File: config.mk
export PLATFORM = sky130hd
export DESIGN_NAME = sdr_tune_ctrl_flat
export DESIGN_NICKNAME = d
export VERILOG_FILES = /design/src/rtl/sdr_tune_ctrl_if.sv /design/src/rtl/sdr_tune_ctrl.sv /design/src/flat_wrapper.sv
export SDC_FILE = /design/constraint.sdc
export NUM_CORES = 1
export LEC_CHECK = 0
export CAP_MARGIN = 20
export CORE_MARGIN = 2
export CORE_UTILIZATION = 55
export DETAILED_ROUTE_END_ITERATION = 7
export HOLD_SLACK_MARGIN = 0.06
export PLACE_DENSITY_LB_ADDON = 0.3
export REMOVE_ABC_BUFFERS = 1
export SYNTH_ARGS = -nofsm -noshare
export SYNTH_HDL_FRONTEND = slang
export SYNTH_SLANG_ARGS = --single-unit
export TNS_END_PERCENT = 10
File: constraint.sdc
create_clock -name clk -period 8.3 [get_ports clk]
set_clock_uncertainty 0.2 [all_clocks]
set_input_delay 1.245 -clock clk [delete_from_list [all_inputs] [get_ports clk]]
set_output_delay 1.245 -clock clk [all_outputs]
set_load 0.02 [all_outputs]
File: src/rtl/sdr_tune_ctrl_if.sv
// Bundle of the UART-side byte streams and the run-time configuration outputs.
// master = host/driver side, slave = sdr_tune_ctrl.
interface sdr_tune_ctrl_if;
  logic        rx_dv;
  logic [7:0]  rx_byte;
  logic        tx_active;
  logic        tx_dv;
  logic [7:0]  tx_byte;
  logic [63:0] phase_inc_carr;
  logic [63:0] phase_inc_gen;
  logic [15:0] decim_ratio;
  logic        cfg_update;
  logic [7:0]  err_cnt;

  modport master (
    output rx_dv, rx_byte, tx_active,
    input  tx_dv, tx_byte, phase_inc_carr, phase_inc_gen, decim_ratio, cfg_update, err_cnt
  );

  modport slave (
    input  rx_dv, rx_byte, tx_active,
    output tx_dv, tx_byte, phase_inc_carr, phase_inc_gen, decim_ratio, cfg_update, err_cnt
  );
endinterface

File: src/rtl/sdr_tune_ctrl.sv
// Byte-serial framed command parser that atomically updates NCO increments / CIC ratio.
// Latency: cfg output changes 2 edges after the CSUM byte; ACK/NAK strobe follows at least 1 cycle later.
// Backpressure: reply held in RESP while tx_active; bytes arriving in APPLY/RESP are dropped and counted.
module sdr_tune_ctrl #(
  parameter logic [7:0]  SYNC_BYTE    = 8'hA5,
  parameter logic [63:0] DEF_INC_CARR = 64'h01ED3E9CFE280000,
  parameter logic [63:0] DEF_INC_GEN  = 64'h01ECC07802400000,
  parameter logic [15:0] DEF_DECIM    = 16'd1024,
  parameter logic [23:0] TIMEOUT_CYC  = 24'd1330000
) (
  input  logic           clk,
  input  logic           rst,
  sdr_tune_ctrl_if.slave bus
);

  localparam logic [7:0] CMD_CARR  = 8'h01;
  localparam logic [7:0] CMD_GEN   = 8'h02;
  localparam logic [7:0] CMD_DECIM = 8'h03;
  localparam logic [7:0] ACK       = 8'h06;
  localparam logic [7:0] NAK       = 8'h15;

  typedef enum logic [2:0] {
    ST_IDLE, ST_CMD, ST_PAYLOAD, ST_CSUM, ST_APPLY, ST_RESP
  } state_t;

  state_t      state, nxt;
  logic [7:0]  cmd_q, csum_q, resp_q;
  logic [63:0] shadow_q;
  logic [3:0]  byte_cnt;
  logic [23:0] tmo_cnt;
  logic [63:0] carr_q, gen_q;
  logic [15:0] decim_q;
  logic [7:0]  err_q, tx_byte_q;
  logic        tx_dv_q, upd_q;

  logic        in_frame, timeout, cmd_ok, decim_bad;
  logic        load_cmd, shift_en, set_resp, nak, drop, fire, apply;
  logic [7:0]  resp_val;
  logic [8:0]  err_sum;

  assign in_frame  = (state == ST_CMD) || (state == ST_PAYLOAD) || (state == ST_CSUM);
  assign timeout   = in_frame && !bus.rx_dv && (tmo_cnt >= TIMEOUT_CYC);
  assign cmd_ok    = (bus.rx_byte == CMD_CARR) || (bus.rx_byte == CMD_GEN) ||
                     (bus.rx_byte == CMD_DECIM);
  assign decim_bad = (cmd_q == CMD_DECIM) && (shadow_q[15:0] < 16'd2);

  always_comb begin
    nxt      = state;
    load_cmd = 1'b0;
    shift_en = 1'b0;
    set_resp = 1'b0;
    resp_val = ACK;
    nak      = 1'b0;
    drop     = 1'b0;
    fire     = 1'b0;
    apply    = 1'b0;
    case (state)
      ST_IDLE: if (bus.rx_dv && bus.rx_byte == SYNC_BYTE) nxt = ST_CMD;
      ST_CMD: begin
        if (bus.rx_dv) begin
          if (cmd_ok) begin
            load_cmd = 1'b1;
            nxt      = ST_PAYLOAD;
          end else begin
            set_resp = 1'b1;
            resp_val = NAK;
            nak      = 1'b1;
            nxt      = ST_RESP;
          end
        end else if (timeout) begin
          nxt = ST_IDLE;
        end
      end
      ST_PAYLOAD: begin
        if (bus.rx_dv) begin
          shift_en = 1'b1;
          if (byte_cnt == 4'd1) nxt = ST_CSUM;
        end else if (timeout) begin
          nxt = ST_IDLE;
        end
      end
      ST_CSUM: begin
        if (bus.rx_dv) begin
          if (bus.rx_byte == csum_q) begin
            nxt = ST_APPLY;
          end else begin
            set_resp = 1'b1;
            resp_val = NAK;
            nak      = 1'b1;
            nxt      = ST_RESP;
          end
        end else if (timeout) begin
          nxt = ST_IDLE;
        end
      end
      ST_APPLY: begin
        drop     = bus.rx_dv;
        set_resp = 1'b1;
        nxt      = ST_RESP;
        if (decim_bad) begin
          resp_val = NAK;
          nak      = 1'b1;
        end else begin
          apply = 1'b1;
        end
      end
      ST_RESP: begin
        drop = bus.rx_dv;
        if (!bus.tx_active) begin
          fire = 1'b1;
          nxt  = ST_IDLE;
        end
      end
      default: nxt = ST_IDLE;
    endcase
  end

  // NAK and a dropped byte can land in the same APPLY cycle, so sum the events.
  assign err_sum = {1'b0, err_q} + {8'd0, nak} + {8'd0, drop} + {8'd0, timeout};

  always_ff @(posedge clk) begin
    if (rst) begin
      state     <= ST_IDLE;
      cmd_q     <= 8'd0;
      csum_q    <= 8'd0;
      resp_q    <= 8'd0;
      shadow_q  <= 64'd0;
      byte_cnt  <= 4'd0;
      tmo_cnt   <= 24'd0;
      carr_q    <= DEF_INC_CARR;
      gen_q     <= DEF_INC_GEN;
      decim_q   <= DEF_DECIM;
      err_q     <= 8'd0;
      tx_byte_q <= 8'd0;
      tx_dv_q   <= 1'b0;
      upd_q     <= 1'b0;
    end else begin
      state   <= nxt;
      tx_dv_q <= fire;
      upd_q   <= apply;
      err_q   <= err_sum[8] ? 8'hFF : err_sum[7:0];
      tmo_cnt <= (!in_frame || bus.rx_dv) ? 24'd0 : tmo_cnt + 24'd1;
      if (fire)     tx_byte_q <= resp_q;
      if (set_resp) resp_q    <= resp_val;
      if (load_cmd) begin
        cmd_q    <= bus.rx_byte;
        csum_q   <= bus.rx_byte;
        shadow_q <= 64'd0;
        byte_cnt <= (bus.rx_byte == CMD_DECIM) ? 4'd2 : 4'd8;
      end
      if (shift_en) begin
        shadow_q <= {shadow_q[55:0], bus.rx_byte};
        csum_q   <= csum_q ^ bus.rx_byte;
        byte_cnt <= byte_cnt - 4'd1;
      end
      if (apply) begin
        case (cmd_q)
          CMD_CARR: carr_q  <= shadow_q;
          CMD_GEN:  gen_q   <= shadow_q;
          default:  decim_q <= shadow_q[15:0];
        endcase
      end
    end
  end

  assign bus.tx_dv          = tx_dv_q;
  assign bus.tx_byte        = tx_byte_q;
  assign bus.phase_inc_carr = carr_q;
  assign bus.phase_inc_gen  = gen_q;
  assign bus.decim_ratio    = decim_q;
  assign bus.cfg_update     = upd_q;
  assign bus.err_cnt        = err_q;

endmodule

File: src/flat_wrapper.sv
// flat-port wrapper written by rule: the top's interface ports become plain ports
module sdr_tune_ctrl_flat 
#(
  parameter logic [7:0]  SYNC_BYTE    = 8'hA5,
  parameter logic [63:0] DEF_INC_CARR = 64'h01ED3E9CFE280000,
  parameter logic [63:0] DEF_INC_GEN  = 64'h01ECC07802400000,
  parameter logic [15:0] DEF_DECIM    = 16'd1024,
  parameter logic [23:0] TIMEOUT_CYC  = 24'd1330000
)
  (clk, rst, bus_rx_dv, bus_rx_byte, bus_tx_active, bus_tx_dv, bus_tx_byte, bus_phase_inc_carr, bus_phase_inc_gen, bus_decim_ratio, bus_cfg_update, bus_err_cnt);
  sdr_tune_ctrl_if bus_i ();
  input  logic clk;
  input  logic rst;
  input wire logic [$bits(bus_i.rx_dv)-1:0] bus_rx_dv;
  input wire logic [$bits(bus_i.rx_byte)-1:0] bus_rx_byte;
  input wire logic [$bits(bus_i.tx_active)-1:0] bus_tx_active;
  output wire logic [$bits(bus_i.tx_dv)-1:0] bus_tx_dv;
  output wire logic [$bits(bus_i.tx_byte)-1:0] bus_tx_byte;
  output wire logic [$bits(bus_i.phase_inc_carr)-1:0] bus_phase_inc_carr;
  output wire logic [$bits(bus_i.phase_inc_gen)-1:0] bus_phase_inc_gen;
  output wire logic [$bits(bus_i.decim_ratio)-1:0] bus_decim_ratio;
  output wire logic [$bits(bus_i.cfg_update)-1:0] bus_cfg_update;
  output wire logic [$bits(bus_i.err_cnt)-1:0] bus_err_cnt;
  assign bus_i.rx_dv = bus_rx_dv;
  assign bus_i.rx_byte = bus_rx_byte;
  assign bus_i.tx_active = bus_tx_active;
  assign bus_tx_dv = bus_i.tx_dv;
  assign bus_tx_byte = bus_i.tx_byte;
  assign bus_phase_inc_carr = bus_i.phase_inc_carr;
  assign bus_phase_inc_gen = bus_i.phase_inc_gen;
  assign bus_decim_ratio = bus_i.decim_ratio;
  assign bus_cfg_update = bus_i.cfg_update;
  assign bus_err_cnt = bus_i.err_cnt;
  sdr_tune_ctrl #(.SYNC_BYTE(SYNC_BYTE), .DEF_INC_CARR(DEF_INC_CARR), .DEF_INC_GEN(DEF_INC_GEN), .DEF_DECIM(DEF_DECIM), .TIMEOUT_CYC(TIMEOUT_CYC)) u_core (.clk(clk), .rst(rst), .bus(bus_i));
endmodule
[Word level (Yosys, flattened, before mapping)]
Index checks and enable logic that the tools add are counted.
Storage, ports and cells
  logic and storage cells: 101
  input port bits: 12
  output and inout bits: 162
  bits in registers: 281
Operators by class
  $add $sub $neg: 5
  eq/ne operators: 17
  muxes and demuxes: 41
  reduce and logical (&&, ||, !) cells: 20
  order comparisons: 2
  bitwise gates (word level): 2
Operators by type and width (number)
  64-bit two-way mux: 2
  8-bit two-way mux: 5
  8-bit by 2-bit equality test with 1-bit output, second input constant: 4
  24-bit by 1-bit adder with 24-bit output, second input constant: 1
  24-bit by 21-bit >= comparator with 1-bit output, second input constant: 1
  3-bit two-way mux: 8
  8-bit case mux with 3 select lines: 1
  9-bit by 1-bit adder with 9-bit output: 2
  3-bit case mux with 6 select lines: 1
  8-bit by 1-bit equality test with 1-bit output, second input constant: 2
  16-bit by 2-bit less-than comparator with 1-bit output, second input constant: 1
  1-bit two-way mux: 16
  5-bit two-way mux: 3
  4-bit two-way mux: 3
  8-bit by 1-bit adder with 9-bit output: 1
  8-bit equality test: 1
  8-bit equality test, second input constant: 1
  8-bit bitwise XOR: 1
  3-bit by 2-bit equality test with 1-bit output, second input constant: 2
  3-bit equality test, second input constant: 2
  1-bit case mux with 3 select lines: 2
  2-bit AND reduction: 3
  2-bit OR reduction: 3
  1-bit logical OR: 5
  other kinds (12): 16

[Depth between registers and ports, before layout]
  depth after elaboration: 10
  mapped depth: 13
  gate-level depth less buffers: 12

[Worst setup path after synthesis]
No wires, ideal clock.
  kind: input -> register
  from: in bus_rx_byte[7]
  to: reg u_core.err_q[0], in the netlist u_core.bus.err_cnt[0]
  arrival time: 3968 ps
  required time: 8029 ps
  setup slack: 4061 ps
  buffers on the path: 0
  stages on the path: 12
  setup time: 71 ps
  path through: or4_4 -> o311ai_0 -> a31oi_1 -> a21oi_1 -> fa_1 -> inv_1 -> ha_1 -> fa_1 -> nand2_1 -> nor2_1 -> nand3_1 -> a21oi_1
Between the ends
  cells in the longest elaborated chain, start to end: 10
  elaborated cells between the ends (all ways): 15
  those cells by class: add/sub: 3; eq/ne: 4; mux: 6; reduce/logical: 2
RTL lines
  start, declared: line flat_wrapper.sv:15  | input wire logic [$bits(bus_i.rx_byte)-1:0] bus_rx_byte;
  8-bit by 1-bit equality test with 1-bit output or 8-bit by 2-bit equality test with 1-bit output (tied branches): line sdr_tune_ctrl.sv:43  | assign cmd_ok = (bus.rx_byte == CMD_CARR) || (bus.rx_byte == CMD_GEN) ||
  1-bit logical OR (2 in a row): line sdr_tune_ctrl.sv:43
  1-bit two-way mux: line sdr_tune_ctrl.sv:61  | if (cmd_ok) begin
  1-bit two-way mux: line sdr_tune_ctrl.sv:60  | if (bus.rx_dv) begin
  1-bit case mux with 3 select lines (*): line sdr_tune_ctrl.sv:57  | case (state)
  8-bit by 1-bit adder with 9-bit output (*): line sdr_tune_ctrl.sv:119  | assign err_sum = {1'b0, err_q} + {8'd0, nak} + {8'd0, drop} + {8'd0, timeout};
  9-bit by 1-bit adder with 9-bit output (*) (2 in a row): line sdr_tune_ctrl.sv:119
  8-bit two-way mux (*): line sdr_tune_ctrl.sv:141  | err_q <= err_sum[8] ? 8'hFF : err_sum[7:0];
  end signal, assigned: line sdr_tune_ctrl.sv:141
  end, declared: line sdr_tune_ctrl.sv:33  | logic [7:0] err_q, tx_byte_q;
Every way passes the cells marked *; elsewhere a longest branch is shown, timed or not.
A chain may end at the register's enable or synchronous reset.

[Worst setup path after layout]
Ends and elaborated chain as after synthesis.

==> qor.txt <==
=================================================================================
Hold-critical path endpoint                                          u_core.bus.phase_inc_carr[63]
Crit path time final                                                      4640 ps
GRT met1 Usage                                                              33.2%
Run status                                                           finished clean
Slew Limit Fails                                                                0
Number of failing hold endpoints at the final stage                             0
Tot GR Track Use                                                            24.7%
Critical path's slowest cell                                         sky130_fd_sc_hd__or4_4
Syn avg cell area                                                       8.28 um^2
Setup slack after placement                                               3140 ps
Routed WL per cell                                                        15.6 um
Cell leakage power                                                        4.63 nW
Library cells used by synthesis                                                54
R2r setup slk                                                             4420 ps
Clock tree from TritonCTS                                                   built
Top-area cell type share of the netlist area                                52.0%
Final setup slack of the worst path                                       3660 ps
Leading post-synthesis cells by instance count                       sky130_fd_sc_hd__nand2_1 (353), sky130_fd_sc_hd__dfxtp_1 (271), sky130_fd_sc_hd__a21oi_1 (170)
Fraction of layout cells with a size suffix above 1                         4.95%
Count leader, synth                                                  sky130_fd_sc_hd__nand2_1
Highest clock frequency the design can meet                             0.216 GHz
Worst hold path stage count                                                     2
Setup Fix Bufs, Post-CTS                                                        0
Worst-path fanout max                                                           6
Unrepaired setup endpoints after global routing                                no
First-pass GRT wire length                                               41100 um
Pwr Density                                                           200 mW/mm^2
Initial drt markers                                                           693
Hold Startpoint                                                      u_core.bus.phase_inc_carr[63]
Largest net degree at the start of global routing                             124
Area of the mapped netlist                                            0.0104 mm^2
Met3 Usage GRT                                                              3.48%
Worst slew margin relative to its limit                                     41.7%
Initial antenna violation count                                                 0
Worst VDD drop                                                             161 uV
# hold bufs at CTS                                                              0
DRT antenna net count                                                           0
Stages on worst setup path                                                     13
Type of the worst setup path                                               in2reg
Routing usage on met2                                                       42.1%
H-tree depth reported by CTS                                                    1
Category of the worst setup path launch point                        primary input
Post-synthesis sequential area ratio                                        52.0%
Via total after detailed routing                                             8957
Post-CTS sizing                                                                 0
Dominant delay contributor by cell family on the critical path       compound AO/OA/AOI/OAI gates
Critical-path cell list                                              clkdlybuf4s50_1, or4_4, o311ai_0, a31oi_1, a21oi_1, fa_1, inv_1, ha_1, fa_1, nand2_1, nor2_1, nand3_1, a21oi_1
Port Buffers                                                                  169
FF-to-FF Start                                                       u_core.state[1]
Detail Placement HPWL                                                    15500 um
Total number of nets in the final design                                     1402
Count of clock tree sinks                                                     271
Horizontal die dimension                                                   142 um
DRC errors left                                                                 0
Worst EP required                                                         8560 ps
Placer Congestion                                                           0.884
Final clock period utilization by the worst path                            55.9%
FFs w/ async S/R, synth                                                        0%
Crit. End Element                                                            flop
Die Ht                                                                     142 um
Destination of the worst register-to-register timing path            u_core.bus.err_cnt[0]
Drt pass-1 iters                                                                5
Synth area leaders                                                   sky130_fd_sc_hd__dfxtp_1 (52%), sky130_fd_sc_hd__nand2_1 (13%), sky130_fd_sc_hd__a21oi_1 (8.2%)
Total wire length after detailed routing                                 25400 um
Core Rows                                                                      50
Path category of the worst min-delay check                                reg2reg
Average via count per standard cell                                          5.50
N_diodes                                                                        0
Number of warning messages in the yosys log                                     0
Via count of the first global-routing pass                                   8257
Max-capacitance violation count                                                 0
Peak per-stage delay on the critical path                                  610 ps
Buffer and inverter count on the worst path                                     2
Most utilized layer in the global route result                               met2
Post-synthesis instance total                                                1260
Data arrival at the endpoint of the critical path                         4900 ps
Initial core utilization                                                    56.0%
Largest area contributor in the netlist                              sky130_fd_sc_hd__dfxtp_1
Clock latency at the later pin of the worst-skew pair                      530 ps
Buffer cell driving the clock tree root                              sky130_fd_sc_hd__clkbuf_16
Final setup vio count                                                           0
Setup TNS                                                                    0 ps
Sum of overflow across all layers after global routing                          0
Area enclosed by the die boundary                                     0.0201 mm^2
Worst r2r path cells                                                           12
Buffers from clock root to sink, at most                                        3
Register bit count reported by yosys                                          271
Number of clock buffers inserted by TritonCTS                                  28
Core outline area                                                     0.0186 mm^2
Area overhead of the layout relative to synthesis                           24.3%
Most used flip-flop cell after synthesis                             sky130_fd_sc_hd__dfxtp_1
Clock slew seen by the registers of the worst setup and hold paths          60 ps
Tightest Pin Transition                                                    868 ps
EDFF count, synth                                                               0
Top Ports                                                                     174
=================================================================================
==> logic make-up after synthesis <==
kind of cell,Yosys count,share of synthesized area [%]
xor gates and xnor gates,41,3.44
buffers and inverters,106,4.60
DFF,271,52.0
AOI/OAI and AO/OA,196,10.1
muxes,19,1.82
adders and majority gates,8,1.10
and+or+nand+nor,618,26.9
other,1,0.0359
==> cells in the final DEF (no fill, tap or decap), types with 8 or more instances in the layout <==
cell	instances
sky130_fd_sc_hd__a21oi_1	170
sky130_fd_sc_hd__buf_4	9
sky130_fd_sc_hd__clkbuf_16	29
sky130_fd_sc_hd__clkdlybuf4s50_1	168
sky130_fd_sc_hd__dfxtp_1	271
sky130_fd_sc_hd__inv_1	15
sky130_fd_sc_hd__mux2i_1	19
sky130_fd_sc_hd__nand2_1	353
sky130_fd_sc_hd__nand3_1	76
sky130_fd_sc_hd__nand3b_1	42
sky130_fd_sc_hd__nand4_1	8
sky130_fd_sc_hd__nor2_1	76
sky130_fd_sc_hd__nor3_1	11
sky130_fd_sc_hd__xnor2_1	17
sky130_fd_sc_hd__xor2_1	24
==> worst max-delay path by stage <==
stage | startpoint | to | slack (ps)
after floorplan | bus_rx_dv | u_core.byte_cnt[3] | 2360
after detailed placement | bus_rx_byte[7] | u_core.bus.err_cnt[0] | 3140
after global routing | bus_rx_byte[7] | u_core.bus.err_cnt[5] | 3320
after CTS | bus_rx_byte[7] | u_core.bus.err_cnt[1] | 3690
after global placement | bus_rx_byte[7] | u_core.bus.err_cnt[0] | 3320
final | bus_rx_byte[7] | u_core.bus.err_cnt[0] | 3660
==> routing by layer <==
metal	vias up	wire length, um
li1	4410	-
met1	4213	11300
met2	291	12000
met3	43	1560
met4	0	533
met5	-	0
==> final cells by class <==
class / count / area, um^2
repair buffers: 180 / 1790
fillers: 1533 / 5670
clock buffers: 40 / 827
clock inverters: 3 / 18.8
inverters: 15 / 56.3
multi-input cells: 886 / 4570
flip-flops and latches: 271 / 5430
well taps: 234 / 293
==> sequential cells by signal (all words and copies together), names as in the netlist <==
name,cells
u_core.bus.phase_inc_carr,64
u_core.bus.phase_inc_gen,64
u_core.shadow_q,64
u_core.tmo_cnt,24
u_core.bus.decim_ratio,16
u_core.bus.err_cnt,8
u_core.cmd_q,8
u_core.csum_q,8
u_core.byte_cnt,4
u_core.bus.tx_byte,3
u_core.resp_q,3
u_core.state,3
u_core.bus.cfg_update,1
u_core.bus.tx_dv,1
==> metrics by stage <==
stage	util (%)	area [um^2]	hold slack [ps]	instances	total power [mW]
6_report	69.6	13000	252	1629	2.59
5_1_grt	69.6	13000	268	1629	2.67
3_5_place_dp	64.9	12100	247	1585	1.46
4_1_cts	69.5	13000	255	1628	2.60
3_3_place_gp	64.9	12100	242	1584	1.45
2_1_floorplan	-	10000	230	1172	1.40
==> report_power, final <==
part	total, mW	internal (mW)	switching [mW]
clock network	1.16	0.681	0.481
logic	0.106	0.0412	0.0650
registers	1.32	1.31	0.0126
==> worst min-delay path: stages (launching register included) <==
cell                      delay, ps
sky130_fd_sc_hd__dfxtp_1        300
sky130_fd_sc_hd__nand2_1         50
sky130_fd_sc_hd__a21oi_1         50
(Power assumes the default switching activity.)
